$ cat config.mk
export PLATFORM = sky130hd
export DESIGN_NAME = pin_verification
export DESIGN_NICKNAME = d
export VERILOG_FILES = /design/src/rtl/pin_verification.sv
export SDC_FILE = /design/constraint.sdc
export NUM_CORES = 1
export LEC_CHECK = 0
export CAP_MARGIN = 10
export CORE_ASPECT_RATIO = 0.9
export CORE_MARGIN = 8
export CORE_UTILIZATION = 55
export DETAILED_ROUTE_END_ITERATION = 6
export HOLD_SLACK_MARGIN = 0.1
export PLACE_DENSITY = 0.89
export SLEW_MARGIN = 20
export SYNTH_ARGS = -nofsm -noshare
export SYNTH_HDL_FRONTEND = slang
export SYNTH_SLANG_ARGS = --single-unit
$ cat constraint.sdc
create_clock -name clk -period 2.4 [get_ports clk]
set_input_delay 0.36 -clock clk [delete_from_list [all_inputs] [get_ports clk]]
set_output_delay 0.36 -clock clk [all_outputs]
set_load 0.005 [all_outputs]
$ cat src/rtl/pin_verification.sv
// Session PIN checker: latches the stored BCD PIN when a session starts, buffers keypad
// digits, compares them on Enter, and then grants access, retains the card, or ejects.
module pin_verification #(
  parameter int P_WIDTH     = 16,
  parameter int MAX_TRIES   = 3,
  parameter int TIMEOUT_CYC = 1000,
  localparam int NUM_DIGITS = P_WIDTH / 4,
  localparam int AW         = ($clog2(MAX_TRIES + 1) < 2) ? 2 : $clog2(MAX_TRIES + 1),
  localparam int CW         = $clog2(NUM_DIGITS + 1),
  localparam int TW         = $clog2(TIMEOUT_CYC)
) (
  input  logic               clk,
  input  logic               rst,
  input  logic               pass_en,
  input  logic [P_WIDTH-1:0] password,
  input  logic [3:0]         digit_in,
  input  logic               digit_valid,
  input  logic               enter,
  input  logic               clear,
  input  logic               cancel,
  input  logic               session_end,
  output logic               pin_ok,
  output logic               pin_wrong,
  output logic               card_retained,
  output logic               eject,
  output logic               timeout,
  output logic [AW-1:0]      attempts_left,
  output logic [CW-1:0]      digit_count
);

  typedef enum logic [2:0] {IDLE, ENTRY, CHECK, GRANTED, RETAIN, EJECT} state_t;

  state_t             state;
  logic               pass_q;
  logic [P_WIDTH-1:0] buffer;
  logic [P_WIDTH-1:0] pin;
  logic [TW-1:0]      timer;

  logic buf_full;
  logic digit_ok;

  assign buf_full = (digit_count == CW'(NUM_DIGITS));
  assign digit_ok = digit_valid && (digit_in <= 4'd9) && !buf_full;

  always_ff @(posedge clk or negedge rst) begin
    if (!rst) begin
      state         <= IDLE;
      pass_q        <= 1'b0;
      buffer        <= '0;
      pin           <= '0;
      timer         <= '0;
      pin_ok        <= 1'b0;
      pin_wrong     <= 1'b0;
      card_retained <= 1'b0;
      eject         <= 1'b0;
      timeout       <= 1'b0;
      attempts_left <= '0;
      digit_count   <= '0;
    end else begin
      // NOTE: pulse outputs default low every cycle and only the branch that fires raises
      // them; with non-blocking assignments the later override wins without races.
      pin_wrong <= 1'b0;
      eject     <= 1'b0;
      timeout   <= 1'b0;
      pass_q    <= pass_en;

      case (state)
        IDLE: begin
          if (pass_en && !pass_q) begin
            pin           <= password;
            attempts_left <= AW'(MAX_TRIES);
            buffer        <= '0;
            digit_count   <= '0;
            timer         <= '0;
            state         <= ENTRY;
          end
        end

        ENTRY: begin
          if (cancel) begin
            eject <= 1'b1;
            state <= EJECT;
          end else if (clear) begin
            buffer      <= '0;
            digit_count <= '0;
            timer       <= '0;
          end else if (enter && buf_full) begin
            timer <= '0;
            state <= CHECK;
          end else if (digit_ok) begin
            buffer      <= (buffer << 4) | P_WIDTH'(digit_in);
            digit_count <= digit_count + 1'b1;
            timer       <= '0;
          end else if (timer == TW'(TIMEOUT_CYC - 1)) begin
            eject   <= 1'b1;
            timeout <= 1'b1;
            state   <= EJECT;
          end else begin
            timer <= timer + 1'b1;
          end
        end

        CHECK: begin
          if (buffer == pin) begin
            pin_ok <= 1'b1;
            state  <= GRANTED;
          end else if (attempts_left > AW'(1)) begin
            attempts_left <= attempts_left - 1'b1;
            buffer        <= '0;
            digit_count   <= '0;
            timer         <= '0;
            pin_wrong     <= 1'b1;
            state         <= ENTRY;
          end else begin
            attempts_left <= '0;
            card_retained <= 1'b1;
            state         <= RETAIN;
          end
        end

        GRANTED: begin
          if (session_end) begin
            pin_ok      <= 1'b0;
            buffer      <= '0;
            pin         <= '0;
            digit_count <= '0;
            state       <= IDLE;
          end
        end

        RETAIN: begin
          if (session_end) begin
            card_retained <= 1'b0;
            buffer        <= '0;
            pin           <= '0;
            digit_count   <= '0;
            state         <= IDLE;
          end
        end

        EJECT: begin
          buffer      <= '0;
          pin         <= '0;
          digit_count <= '0;
          timer       <= '0;
          state       <= IDLE;
        end

        default: state <= IDLE;
      endcase
    end
  end

endmodule

# Word-level counts from Yosys, hierarchy flattened

Index checks and enable logic that the tools add are counted.

Add/subtract/negate cells: 3
Magnitude comparators: 2
Reductions and logical operators: 21
Equal/unequal tests: 23
Bitwise gates (word level): 1
Muxes and demuxes: 59

Operators with widths:

| kind                  | number |
|---|---|
| $mux 16               | 9 |
| $mux 10               | 8 |
| $pmux 16 s5           | 1 |
| $mux 3                | 16 |
| $pmux 16 s3           | 1 |
| $pmux 10 s4           | 1 |
| $eq 16x16->1          | 1 |
| $ne 2x2->1 const B    | 8 |
| $or 16x4->16          | 1 |
| $mux 1                | 15 |
| $pmux 3 s5            | 1 |
| $pmux 3 s4            | 1 |
| $add 10x1->10 const B | 1 |
| $eq 10x10->1 const B  | 1 |
| $eq 3x3->1 const B    | 3 |
| $ne 3x3->1 const B    | 3 |
| $reduce_and 3->1      | 3 |
| $ne 4x4->1 const B    | 2 |
| $reduce_and 8->1      | 1 |
| $eq 3x2->1 const B    | 2 |
| $mux 2                | 3 |
| $reduce_and 6->1      | 1 |
| $reduce_bool 2->1     | 3 |
| $ne 5x5->1 const B    | 1 |
| other kinds (17)      | 22 |

Word-level logic and storage cells: 121
Input port bits: 28
Output and inout port bits: 10
Register bits after elaboration: 56

# Depth between registers and ports, before layout

Depth after elaboration: 8
Depth in mapped cells: 10
Mapped depth without buffers: 8

# Worst setup path after synthesis

Ideal clock, no wire load.

Kind: register to register
From: register state[0]
To: register timer[9]
Clock period less this slack: 1948 ps
Cell stages (with the launch flop): 10
Arrival: 1820 ps
Data required time: 2271 ps
Buffers on the path: 3
Setup slack: 452 ps
Setup time: 129 ps
Path through: dfrtp_1 -> buf_4 -> buf_2 -> nor4b_2 -> a21oi_1 -> o21ai_0 -> o211ai_2 -> buf_6 -> o21ai_1 -> o41ai_2

Cells in the longest elaborated chain, start to end: 3
Elaborated cells between the ends (all ways): 12
Classes of those cells: eq/ne (8); mux (1); reduce/logical (3)

Ends and longest elaborated chain:

| item                                                      | line | text |
|---|---|---|
| start, declared                                           | 33   | `state_t state;` |
| start signal, assigned                                    | 47   | `state <= IDLE;` |
| start signal, assigned                                    | 75   | `state <= ENTRY;` |
| start signal, assigned                                    | 82   | `state <= EJECT;` |
| $eq 3x1->1, or another cell as far along                  | 67   | `case (state)` |
| $ne 5x5->1 (no source line), or another cell as far along | n/a  |  |
| $reduce_and 6->1 (no source line)                         | n/a  |  |
| end signal, assigned                                      | 99   | `timer <= timer + 1'b1;` |
| end, declared                                             | 37   | `logic [TW-1:0] timer;` |

Parallel ways exist; a longest one is shown, timed or not.
A chain may end at the register's enable or synchronous reset.

# Worst setup path in the final report

From: register state[2]
To: register buffer[9]

Cells in the longest elaborated chain, start to end: 4
Elaborated cells between the ends (all ways): 17
Classes of those cells: eq/ne (12); mux (1); reduce/logical (4)

Ends and longest elaborated chain:

| item                                                             | line | text |
|---|---|---|
| $eq 3x3->1 or $eq 3x2->1 (tied branches)                         | 67   |  |
| $reduce_or 2->1 (no source line)                                 | n/a  |  |
| $reduce_bool 5->1 (no source line) or $ne 2x1->1 (tied branches) | n/a  |  |
| $reduce_and 8->1 (no source line)                                | n/a  |  |
| end signal, assigned                                             | 91   | `buffer <= (buffer << 4) \| P_WIDTH'(digit_in);` |
| end, declared                                                    | 35   | `logic [P_WIDTH-1:0] buffer;` |

Parallel ways exist; a longest one is shown, timed or not.

==> results.md <==
* Reg-to-reg setup timing slack at 0.19 ns
* Sequential power share at 41.0%
* Post-CTS Setup Bufs at 0
* Vias per inst at 5.57
* Clock transition at the registers of the reported paths at 0.10 ns
* Total grt overflow at 0
* Crit path DAT at 2.42 ns
* Crit-path max FO at 35
* Die Ht at 84.2 um
* Initial antenna violation count at 0
* Final Hold Viols at 0
* Pleak at 1.53 nW
* Syn Nets at 351
* Vias at 2382
* Worst hold path type: primary input to async pin
* Pin count of the biggest net entering global routing at 57
* Min Tclk post-route at 2.21 ns
* Switching portion of total power at 37.3%
* Post-synth ARST share at 100%
* Critical path cell sequence: or4b_4 -> a31oi_1 -> nor2b_1 -> o211ai_1 -> buf_12 -> o21ai_0
* Highest clock rate at 452 MHz
* Total number of yosys warnings at 0
* Cell-internal power at 0.00210 W
* Psw at 0.00125 W
* Reg2reg end: buffer[9]$_DFFE_PN0P_
* Critical Path RT at 2.61 ns
* Htree depth at 2
* Register-to-Register Path Depth at 6
* Worst reg2reg path startpoint: state[2]$_DFFE_PN0P_
* Mapped Cells at 320
* Effective utilization at floorplan at 55.4%
* Layout Nets at 392
* Worst-skew pair later-pin latency at 0.32 ns
* Core region area at 5130 um^2
* Filler cells at 431
* Antenna diodes at 0
* Max-slew headroom at 53.9%
* # Max-Cap Violations at 0
* RSZ-0062 raised after global routing: false
* Register area share after synthesis at 49.3%
* Hold buffers post-CTS at 0
* Post-Syn Area at 2840 um^2
* Commonest non-fill, non-tap cells in the layout: nand2_1 (79), dfrtp_1 (56), o21ai_0 (44), clkdlybuf4s50_1 (36), nor2_1 (22)
* Clock Tree Root: clkbuf_8
* Setup TNS at 0 ns
* Worst path slowest cell: or4b_4
* Commonest non-fill, non-tap cell in the layout: nand2_1
* IO Pins at 38
* CTS tree: done
* Fin crit share at 92.2%
* Routed WL at 6.12 mm
* Avg WL per Cell at 14.3 um
* Critical path startpoint: state[2]$_DFFE_PN0P_
* Die area at 7730 um^2
* Mean Syn Cell Area at 8.88 um^2
* Fin. max-slew vios at 0
* CTS resizes at 0
* DR pass1 iterations at 4
* Num CTS Buffers at 5
* IO buf count at 37
* GRT Total Usage at 16.5%
* Comb power frac at 37.5%
* GP Congestion at 0.851
* Post-synth EDFFs at 0
* Critical Path Max Stage Delay at 0.64 ns
* Number of global-route vias before repair at 2391
* Critical Path End Type: flip-flop
* # DRC at 0
* Setup-failing EPs final at 0
* Startpoint Class: flip-flop
* Status: finished clean
* Routed Antenna Nets at 0
* Std-Cell Rows at 25
* Power, Total at 0.00335 W
* Buffer depth of the longest clock path at 2
* Power per cell area at 972 nW/um^2
* Area growth, synth to finish at 21.1%
* Maximum VDD drop at 0.532 mV
* Share of layout cells above drive strength 1 at 7.48%
* # clock sinks at 56
* Most used flip-flop cell after synthesis: dfrtp_1
* Critical path type: flip-flop to flip-flop
* Least-Margin Pin Slew at 0.692 ns
* Clk pwr share at 21.5%
* #FFs+latches synth at 56
* Die width at 91.8 um
* First-pass GRT wire length at 10.6 mm
* Setup Skew at 0.00561 ns
* Cell variety after synth at 42
* Iteration-0 DRC Markers at 82
* DP HPWL at 4.52 mm
* Crit path to: buffer[9]$_DFFE_PN0P_
==> cells by family (layout without fill, tap and decap cells) <==
| family | count (synthesis) | in the layout | synth area share (%) |
|---|---|---|---|
| buf+inv | 20 | 61 | 3.39 |
| compound gates | 83 | 83 | 18.1 |
| fa+ha+maj | 3 | 3 | 1.32 |
| flops | 56 | 56 | 49.3 |
| xor+xnor | 16 | 16 | 4.93 |
| simple gates | 141 | 141 | 22.5 |
| mux | 1 | 1 | 0.396 |
==> layout make-up <==
cell class	count	area (um^2)	share of cell area [%]
clock inverter	2	60.1	1.74
clock buffer	5	68.8	2.00
tap	67	83.8	2.44
sequential	56	1400	40.7
inverter	6	22.5	0.654
multi-input combinational	244	1350	39.1
timing repair buffer	48	460	13.4
==> state kept, by name, indices dropped and copies added, names as in the netlist <==
name	cells
pin	16
attempts_left	2
timer	10
pass_q	1
eject	1
timeout	1
card_retained	1
digit_count	3
pin_wrong	1
state	3
pin_ok	1
buffer	16
==> synth_stat cells, types with 2 or more instances <==
master	number	area share, %
nand2_1	79	10
dfrtp_1	56	49
o21ai_0	44	7.7
nor2_1	22	2.9
xor2_1	16	4.9
o21ai_1	11	1.9
clkbuf_1	8	1.1
nand3_1	7	1.2
inv_1	6	0.79
nand2b_1	6	1.3
o31ai_1	6	1.6
and3_1	5	1.1
a21oi_1	4	0.70
nor3_1	4	0.70
nor4_1	4	0.88
buf_4	3	0.79
ha_1	3	1.3
nor2b_1	3	0.66
o211ai_1	3	0.79
a22o_1	2	0.62
a31oi_1	2	0.44
and2_1	2	0.44
buf_2	2	0.35
nand3b_1	2	0.53
nand4_1	2	0.44
o31a_1	2	0.62
==> through the flow <==
stage | cell area (um^2) | worst slack [ns] | hold WS [ns] | util [%] | std cells
4_1_cts | 3440 | 0.201 | 0.190 | 67.1 | 428
2_1_floorplan | 2840 | 0.452 | 0.0644 | - | 320
3_3_place_gp | 3310 | 0.0733 | 0.474 | 64.6 | 421
6_report | 3440 | 0.186 | 0.160 | 67.1 | 428
5_1_grt | 3440 | 0.0287 | 0.240 | 67.1 | 428
3_5_place_dp | 3310 | 0.0459 | 0.497 | 64.6 | 421
==> how the worst min path moves through the flow <==
stage / from / to / cells after the start
3_5_place_dp: timer[8]$_DFFE_PN0P_ / timer[8]$_DFFE_PN0P_ / 1
6_report: rst / timer[7]$_DFFE_PN0P_ / 2
5_1_grt: rst / digit_count[1]$_DFFE_PN0P_ / 2
2_1_floorplan: rst / attempts_left[0]$_DFFE_PN0P_ / 0
3_3_place_gp: timer[8]$_DFFE_PN0P_ / timer[8]$_DFFE_PN0P_ / 1
4_1_cts: rst / eject$_DFF_PN0_ / 2
==> power groups by stage <==
stage	combinational, W	sequential (W)	clock (W)
final	0.00126	0.00137	0.000720
after global routing	0.00141	0.00140	0.000763
after CTS	0.00126	0.00137	0.000734
after detailed placement	0.00126	0.00139	0
after global placement	0.00120	0.00138	0
after floorplan	0.000948	0.00132	0
==> critical path: cells and delay by family, from the launching register on <==
kind,cells,cell delay [ns]
flops,1,0.53
compound gates,3,0.60
simple gates,2,0.72
buf+inv,1,0.24
==> layer usage <==
metal	global-route usage [%]	up-vias	wire (um)
li1	-	1174	-
met1	20.1	1128	2760
met2	27.1	68	2920
met3	4.10	12	320
met4	6.87	0	114
met5	0	-	0
Power figures use the tool's default switching activity.
